### config.mk
export PLATFORM = sky130hd
export DESIGN_NAME = trace_tracker
export DESIGN_NICKNAME = d
export VERILOG_FILES = /design/src/rtl/trace_pkg.sv /design/src/rtl/trace_tracker.sv
export SDC_FILE = /design/constraint.sdc
export NUM_CORES = 1
export LEC_CHECK = 0
export BUFFER_PORTS_ARGS = -buffer_cell sky130_fd_sc_hd__buf_2
export CORE_UTILIZATION = 45
export DETAILED_ROUTE_END_ITERATION = 7
export GPL_ROUTABILITY_DRIVEN = 0
export MAX_ROUTING_LAYER = met4
export PLACE_DENSITY = 0.8
export SYNTH_ARGS = -nofsm -noshare
export SYNTH_HDL_FRONTEND = slang
export SYNTH_SLANG_ARGS = --single-unit
### constraint.sdc
create_clock -name clk -period 8.9 [get_ports clk]
set_input_delay 0.89 -clock clk [delete_from_list [all_inputs] [get_ports clk]]
set_output_delay 0.89 -clock clk [all_outputs]
set_load 0.03 [all_outputs]
### src/rtl/trace_pkg.sv
// rtl/trace_pkg.sv - shared types for the shadow trace pipeline
package trace_pkg;

  typedef struct packed {
    logic        v;
    logic        fresh;
    logic [31:0] id;
    logic [31:0] pc;
    logic [31:0] inst;
  } trace_stage_t;

  localparam int NSTAGE = 4;
  localparam int ST_I   = 0;
  localparam int ST_X   = 1;
  localparam int ST_M   = 2;
  localparam int ST_R   = 3;

  // Sequence ID of a stage occupant, 0 when the stage is empty.
  function automatic int stage_id(trace_stage_t s);
    return s.v ? int'(s.id) : 0;
  endfunction

  // A stage copied downstream is fresh exactly when it carries an instruction.
  function automatic trace_stage_t advance(trace_stage_t s);
    trace_stage_t r;
    r       = s;
    r.fresh = s.v;
    return r;
  endfunction

endpackage

### src/rtl/trace_tracker.sv
// rtl/trace_tracker.sv - assigns sequence IDs and mirrors the core I/X/M/R pipeline for tracing
module trace_tracker
  import trace_pkg::*;
#(
  parameter logic [31:0] ID_START = 32'd0
) (
  input  logic        clk,
  input  logic        reset,
  input  logic        issue_v,
  input  logic [31:0] issue_pc,
  input  logic [31:0] issue_inst,
  input  logic        stall,
  input  logic        flush,
  input  logic        x_rdv,
  input  logic [4:0]  x_rd,
  input  logic [31:0] x_rd_data,
  input  logic        x_pcv,
  input  logic [31:0] x_pc,
  output logic        valid,
  output logic [31:0] pc,
  output logic [31:0] inst,
  output logic        rdv,
  output logic [4:0]  rd_x,
  output logic [31:0] rd_data,
  output logic        pcv,
  output logic [31:0] pc_x,
  output logic        inst_v_i,
  output logic        inst_v_x,
  output logic        inst_v_m,
  output logic        inst_v_r,
  output int          ci,
  output int          cx,
  output int          cm,
  output int          cr,
  output logic        kill_v,
  output int          ck
);

  trace_stage_t        st_q [NSTAGE];
  logic [31:0]         next_id;
  trace_stage_t        issue_entry;
  logic                load_i;
  logic                live;
  logic                x_v;
  logic [NSTAGE-1:0]   fresh_ev;

  assign load_i = issue_v & ~flush;

  always_comb begin
    issue_entry       = '0;
    issue_entry.v     = 1'b1;
    issue_entry.fresh = 1'b1;
    issue_entry.id    = next_id;
    issue_entry.pc    = issue_pc;
    issue_entry.inst  = issue_inst;
  end

  always_ff @(posedge clk) begin
    if (reset) begin
      st_q[ST_I] <= '0;
      st_q[ST_X] <= '0;
      st_q[ST_M] <= '0;
      st_q[ST_R] <= '0;
      next_id    <= ID_START;
    end else if (stall) begin
      st_q[ST_I].fresh <= 1'b0;
      st_q[ST_X].fresh <= 1'b0;
      st_q[ST_M].fresh <= 1'b0;
      st_q[ST_R].fresh <= 1'b0;
    end else begin
      st_q[ST_R] <= advance(st_q[ST_M]);
      st_q[ST_M] <= advance(st_q[ST_X]);
      st_q[ST_X] <= flush ? '0 : advance(st_q[ST_I]);
      st_q[ST_I] <= load_i ? issue_entry : '0;
      // A dropped issue does not consume an ID; wrap is plain 32-bit rollover.
      if (load_i) next_id <= next_id + 32'd1;
    end
  end

  // Outputs are held at zero while reset is asserted, since the stage
  // registers only clear at the end of the reset cycle.
  assign live = ~reset;
  assign x_v  = live & st_q[ST_X].v;

  always_comb begin
    fresh_ev = '0;
    for (int i = 0; i < NSTAGE; i++) begin
      fresh_ev[i] = live & ~stall & st_q[i].v & st_q[i].fresh;
    end
  end

  assign inst_v_i = fresh_ev[ST_I];
  assign inst_v_x = fresh_ev[ST_X];
  assign inst_v_m = fresh_ev[ST_M];
  assign inst_v_r = fresh_ev[ST_R];

  assign ci = live ? stage_id(st_q[ST_I]) : 0;
  assign cx = live ? stage_id(st_q[ST_X]) : 0;
  assign cm = live ? stage_id(st_q[ST_M]) : 0;
  assign cr = live ? stage_id(st_q[ST_R]) : 0;

  assign valid   = inst_v_x;
  assign pc      = x_v ? st_q[ST_X].pc   : 32'd0;
  assign inst    = x_v ? st_q[ST_X].inst : 32'd0;
  assign rdv     = x_v & ~stall & x_rdv;
  assign rd_x    = x_v ? x_rd      : 5'd0;
  assign rd_data = x_v ? x_rd_data : 32'd0;
  assign pcv     = x_v & ~stall & x_pcv;
  assign pc_x    = x_v ? x_pc : 32'd0;

  assign kill_v = live & flush & ~stall & st_q[ST_I].v;
  assign ck     = live ? stage_id(st_q[ST_I]) : 0;

  // The core must only report an X-stage write for a live, moving X occupant.
  always_ff @(posedge clk) begin
    if (!reset) begin
      assert (!((x_rdv || x_pcv) && (!st_q[ST_X].v || stall)))
        else $error("trace_tracker: x-stage write/redirect without a valid unstalled X instruction");
    end
  end

endmodule

* Word level (Yosys, flattened, before mapping)
Memory sizes are Yosys's and may differ from the RTL's.
Index checks and enable logic that the tools add are counted.
** Storage, ports and cells
- Input port bits :: 140
- Memory bits (writable) :: 392
- Memories kept :: 1
- Logic and storage cells :: 79
- Output and inout port bits :: 301
- Flip-flop bits (word level) :: 32
** Operators by class
- Reduce and logical (&&, ||, !) cells :: 1
- Bitwise gates (word level) :: 36
- Add/subtract/negate cells :: 1
- Multiplexer cells :: 39
** Memory list
- st_q :: depth 4, width 98, rd ports 4, clocked after memory_dff 0, wr ports 4, line trace_tracker.sv:39 : trace_stage_t st_q [NSTAGE];
** Operator list (number)
- two-way mux 32 bit :: 12
- two-way mux 96 bit :: 4
- two-way mux 98 bit :: 2
- adder 32 x 1 -> 32 bit (second input constant) :: 1
- two-way mux 1 bit :: 20
- bitwise AND 1 bit :: 17
- bitwise OR 1 bit :: 16
- two-way mux 5 bit :: 1
- inverter 1 bit :: 3
- AND reduction 2 bit :: 1

* Longest topological paths before layout
Gate-level depths: netlist (run 1).
- Depth in word-level cells :: 5
- Depth in mapped cells :: 7
- Depth with buffers taken out :: 5

* Least setup slack after synthesis (run 1)
Ideal clock, no wire load.
- Kind :: input port to flip-flop
- From :: input port reset
- To :: memory st_q[0][0] (netlist bit) (enable)
- Required time :: 8.233 ns
- Setup time :: 0.667 ns
- Stages :: 2
- Buffers on the path :: 1
- Data arrival time :: 7.222 ns
- Slack :: 1.011 ns
- Cells stage by stage :: clkbuf_8 > nand2b_1
** RTL lines
- from (decl) :: line trace_tracker.sv:8 : input logic reset,
- to (decl) :: line trace_tracker.sv:39

* Worst setup path after layout (run 1)
- From :: input port reset
- To :: output port rd_data[8]
** Between the ends
- Cells in the longest elaborated chain, start to end :: 3
** RTL lines
- inverter 1 bit :: line trace_tracker.sv:82 : assign live = ~reset;
- bitwise AND 1 bit :: line trace_tracker.sv:83 : assign x_v = live & st_q[ST_X].v;
- two-way mux 32 bit :: line trace_tracker.sv:107 : assign rd_data = x_v ? x_rd_data : 32'd0;
- to (decl) :: line trace_tracker.sv:24 : output logic [31:0] rd_data,
Every way passes these cells.

==> results of run 1 <==
## cell usage after synthesis (7+ instances only)
library cell	instances
and2_1	429
edfxtp_1	263
and3_1	95
clkbuf_1	68
buf_4	33
dfxtp_1	33
nor2_1	20
a21oi_1	15
or4_1	13
o31ai_1	12
nand3_1	11
nand2_1	9
nor2b_1	9
xnor2_1	9
nand4_1	7
## placed cells by master (no fill, tap or decap), types with 4 or more instances in the layout
master and instances:
or4_1 13, xor2_1 4, a21oi_1 15, and2_1 429, nand2_1 9, clkinv_1 6, nand4_1 7, buf_4 10
clkbuf_1 10, xnor2_1 9, or3_1 4, inv_1 4, clkbuf_16 30, buf_2 440, dfxtp_1 33, edfxtp_1 263
o31ai_1 12, nand3_1 11, nor2b_1 6, and3_1 95, nor4_1 4, clkinv_2 5, nor2_1 19
## metrics by stage
step	total power, mW	cell area (sq um)	worst slack [ps]	std cells
after detailed placement	1.84	15600	5090	1808
final	2.96	16500	5090	1867
after global placement	1.84	15600	5160	1808
after CTS	2.98	16500	5080	1864
after floorplan	1.77	13400	1010	1082
after global routing	3.05	16500	4910	1866
## flip-flops by register name, indices dropped and copies added, names as in the netlist
signal and cells:
st_q 264, next_id 32
## cell families after synthesis
family          Yosys count
simple gates            623
fa+ha+maj                 1
compound gates           30
other cells               1
flops                   296
buf+inv                 112
mux                       4
xor+xnor                 13
## layout make-up
| type | instances | area, sq um | share of cell area (%) |
|---|---|---|---|
| antenna | 3 | 7.51 | 0.0455 |
| clock buffer | 41 | 802 | 4.86 |
| clock inverter | 15 | 87.6 | 0.531 |
| inverter | 4 | 15.0 | 0.0910 |
| multi-input combinational | 674 | 4270 | 25.9 |
| sequential | 296 | 8560 | 51.9 |
| tap | 384 | 480 | 2.91 |
| timing repair buffer | 450 | 2280 | 13.8 |
## path summary, 6_finish.rpt
kind                 end  slack [ps]  cells past startpoint
min reg2reg  next_id[31]         490                      2
max           rd_data[8]        5090                      6
max reg2reg  next_id[28]        6260                      5
min          next_id[31]         490                      2
## worst max-delay path, cell delays in order
cell	delay (ps)
buf_2	100
buf_4	260
nor2b_4	170
buf_4	880
and2_1	270
buf_2	210
## power by group
group	switching [mW]	internal, mW	total [mW]
clock	0.514	0.630	1.14
sequential	0.0253	1.58	1.61
combinational	0.142	0.0639	0.206
## per-layer routing
layer	track usage, %	vias to the layer above	wire, microns
met2	39.1	346	18100
met4	8.22	0	1060
li1	-	4421	-
met3	3.48	60	1870
met5	-	-	0
met1	28.2	4356	14600
==> results.tsv, run 1 <==
metric	value	unit
status	finished clean	
ir_drop	0.000163	V
relSlewSlack	19.0	%
synthCells	1080	
crit_path_start	reset	
cts.sinks	296	
drcViolationCount	0	
synthMuxAreaShare	0.327	%
antenna_left	0	
hold_class	reg -> reg	
cts_htree_levels	1	
grt_max_degree	167	
area_growth	23.4	%
required	8010	ps
synthesis.area	0.0134	sq mm
tightest_slew	1210	ps
crit_arrival	2920	ps
fmax	263	MHz
post_cts_buffers	0	
period_needed	3810	ps
drt_wl_total	35.6	mm
io_pins	441	
grt_usage	23.1	%
dp_hpwl	25.7	mm
endpoint_kind	primary output	
p_leak	7.91	nW
path_class	in -> out	
synth.distinct_cells	42	
cts_tree	built	
drive_gt1_share	34.1	%
portBuffers	440	
worst_setup_path_start_kind	input pin	
fin_nets	1597	
avgSynthCellArea	12.4	sq um
synth_top_family_by_area	simple AND/OR/NAND/NOR gates	
holdWs	492	ps
synth_area_leaders	edfxtp_1 59%, and2_1 20%, dfxtp_1 4.9%	
cts_resized	0	
start_util	46.2	%
r2r-start	next_id[1]	
vias_per_cell	4.92	
grt_pass1_vias	8599	
via_count	9183	
std_cell_rows	62	
cp_max_fo	166	
hold_violations	0	
synth_seq_cells	296	
synth-async-reset-ratio	0	%
first_iter_violations	726	
synth_xor_area_share	0.851	%
yosys.area_share.adder	0.0936	%
clk_pin_slew	60	ps
antenna_found_initial	5	
fillers	2338	
yosysSeqAreaShare	64.0	%
yosysTopAreaCell	edfxtp_1	
die-area	0.0304	sq mm
finalSetupViolCount	0	
netlist.area_leader.share	59.1	%
slew_viol_final	0	
grt_first_pass_wirelength	51.7	mm
fp.dieH	174	microns
hp-start	next_id[31]	
routedWlPerCell	19.1	microns
gr-total-overflow	0	
period_share	42.8	%
synthSimpleGateAreaFrac	29.0	%
max-cap-violations	0	
cts_buffers	30	
finalSetupTns	0	ps
utilization	57.0	%
clock_skew	21.8	ps
cts_hold_buf	0	
yosys_warnings	0	
first_pass_iters	5	
p_per_area	179	mW/mm^2
cts_root_buffer	clkbuf_16	
die_w	174	microns
yosys_most_used_dff	edfxtp_1	
synth_edf_count	263	
clk-insertion-delay-late	560	ps
synth-compound-area-share	1.35	%
grt_setup_unrepaired	false	
core-area	0.0289	sq mm
clock_path_buffers	3	
(Power assumes the default switching activity.)
==> run 2, diff against run 1 <==
--- a/config.mk
+++ b/config.mk
@@ -10,7 +10,7 @@
 export DETAILED_ROUTE_END_ITERATION = 7
 export GPL_ROUTABILITY_DRIVEN = 0
 export MAX_ROUTING_LAYER = met4
-export PLACE_DENSITY = 0.8
+export PLACE_DENSITY = 0.83
 export SYNTH_ARGS = -nofsm -noshare
 export SYNTH_HDL_FRONTEND = slang
 export SYNTH_SLANG_ARGS = --single-unit
==> constraint.sdc (replaced) <==
create_clock -name clk -period 3.1 [get_ports clk]
set_input_delay 0.31 -clock clk [delete_from_list [all_inputs] [get_ports clk]]
set_output_delay 0.31 -clock clk [all_outputs]
set_load 0.03 [all_outputs]
==> results.tsv, run 2 (synthesized netlist as in run 1, its figures left out) <==
metric	value	unit
final_cell_mix	440 x buf_2, 429 x and2_1, 263 x edfxtp_1	
dpl-instance-area	0.0157	sq mm
period_share	81.6	%
layout_commonest_cell	buf_2	
grt_pass1_vias	8615	
antenna_left	0	
clock_path_buffers	3	
via_count	9157	
p_leak	7.99	nW
start_util	46.2	%
cpMostUsedCell	or4_1	
routedWlPerCell	17.4	microns
slowest_stage	or4_1	
io_pins	441	
grt_usage	20.9	%
fin_nets	1601	
endpoint_kind	flop	
power	8.68	mW
tightest_slew	748	ps
cts_root_buffer	clkbuf_16	
grt_max_degree	128	
holdWs	81.8	ps
p_per_area	521	mW/mm^2
drive_gt1_share	34.5	%
fmax	395	MHz
clk-insertion-delay-late	550	ps
clock_skew	28.1	ps
gr-total-overflow	0	
post_cts_buffers	0	
multi_input_area	0.00427	sq mm
finalSetupViolCount	0	
hold_violations	0	
cp.buffers_inverters	0	
required	3580	ps
dp_cells	1812	
core-area	0.0289	sq mm
max-cap-violations	0	
path_class	reg -> reg	
fin_cells	1868	
relSlewSlack	50.2	%
largest_reg_flops	264	
antenna_found_initial	7	
layout.area.seq	0.00856	sq mm
fp.dieH	174	microns
drcViolationCount	0	
largestRegisters	st_q x264, next_id x32	
crit_chain	ha_1 -> nand4bb_1 -> or4_1 -> or4_1 -> a21oi_1	
final_cell_area	0.0167	sq mm
cts_resized	0	
clk_pin_slew	60	ps
die-area	0.0304	sq mm
cp_max_fo	17	
max_stage_delay	840	ps
cts_tree	built	
crit_family	simple AND/OR/NAND/NOR gates	
portBuffers	440	
setup_slack	570	ps
worst_setup_path_start_kind	flop	
area_growth	24.5	%
std_cell_rows	62	
ir_drop	0.000501	V
crit_arrival	3010	ps
grt_first_pass_wirelength	47.9	mm
first_pass_iters	5	
cts_buffers	30	
drt_wl_total	32.4	mm
period_needed	2530	ps
status	finished clean	
cts.sinks	296	
utilization	57.5	%
vias_per_cell	4.90	
grt_setup_unrepaired	false	
first_iter_violations	740	
cts_htree_levels	1	
fillers	2344	
hold_class	in -> reg	
cts_hold_buf	0	
slew_viol_final	0	
finalSetupTns	0	ps
dp_hpwl	22.7	mm
largest-register	st_q	
dp_slack	570	ps
die_w	174	microns
run 2: area by class of cell:
class / count / area share [%]
Antenna cell: 5 / 0.0751
Sequential cell: 296 / 51.4
Clock inverter: 10 / 0.646
Inverter: 4 / 0.0902
Timing Repair Buffer: 454 / 14.2
Multi-Input combinational cell: 674 / 25.6
Tap cell: 384 / 2.89
Clock buffer: 41 / 5.12
run 2: worst paths after layout:
| path | endpoint | slack (ps) | depth (start not counted) | from |
|---|---|---|---|---|
| hold / removal | st_q[0][11] | 80 | 2 | issue_inst[11] |
| hold reg to reg | next_id[31] | 480 | 2 | next_id[31] |
| setup reg to reg | next_id[30] | 570 | 5 | next_id[1] |
| setup / recovery | next_id[30] | 570 | 5 | next_id[1] |
run 2: routing by layer:
layer  part of all wire (%)  wire (microns)  vias to the layer above  global-route usage, %
met3                    6.5            2120                       79                   3.92
met2                     47           15200                      365                   32.1
met4                    3.8            1220                        0                   8.59
met1                     43           13900                     4285                   27.1
met5                      0               0                        -                      -
li1                       -               -                     4428                      -
run 2: power breakdown:
part / internal [mW] / switching [mW] / leakage [nW]
combinational: 0.192 / 0.392 / 4.35
sequential: 4.54 / 0.0640 / 3.16
clock: 2.07 / 1.43 / 0.474
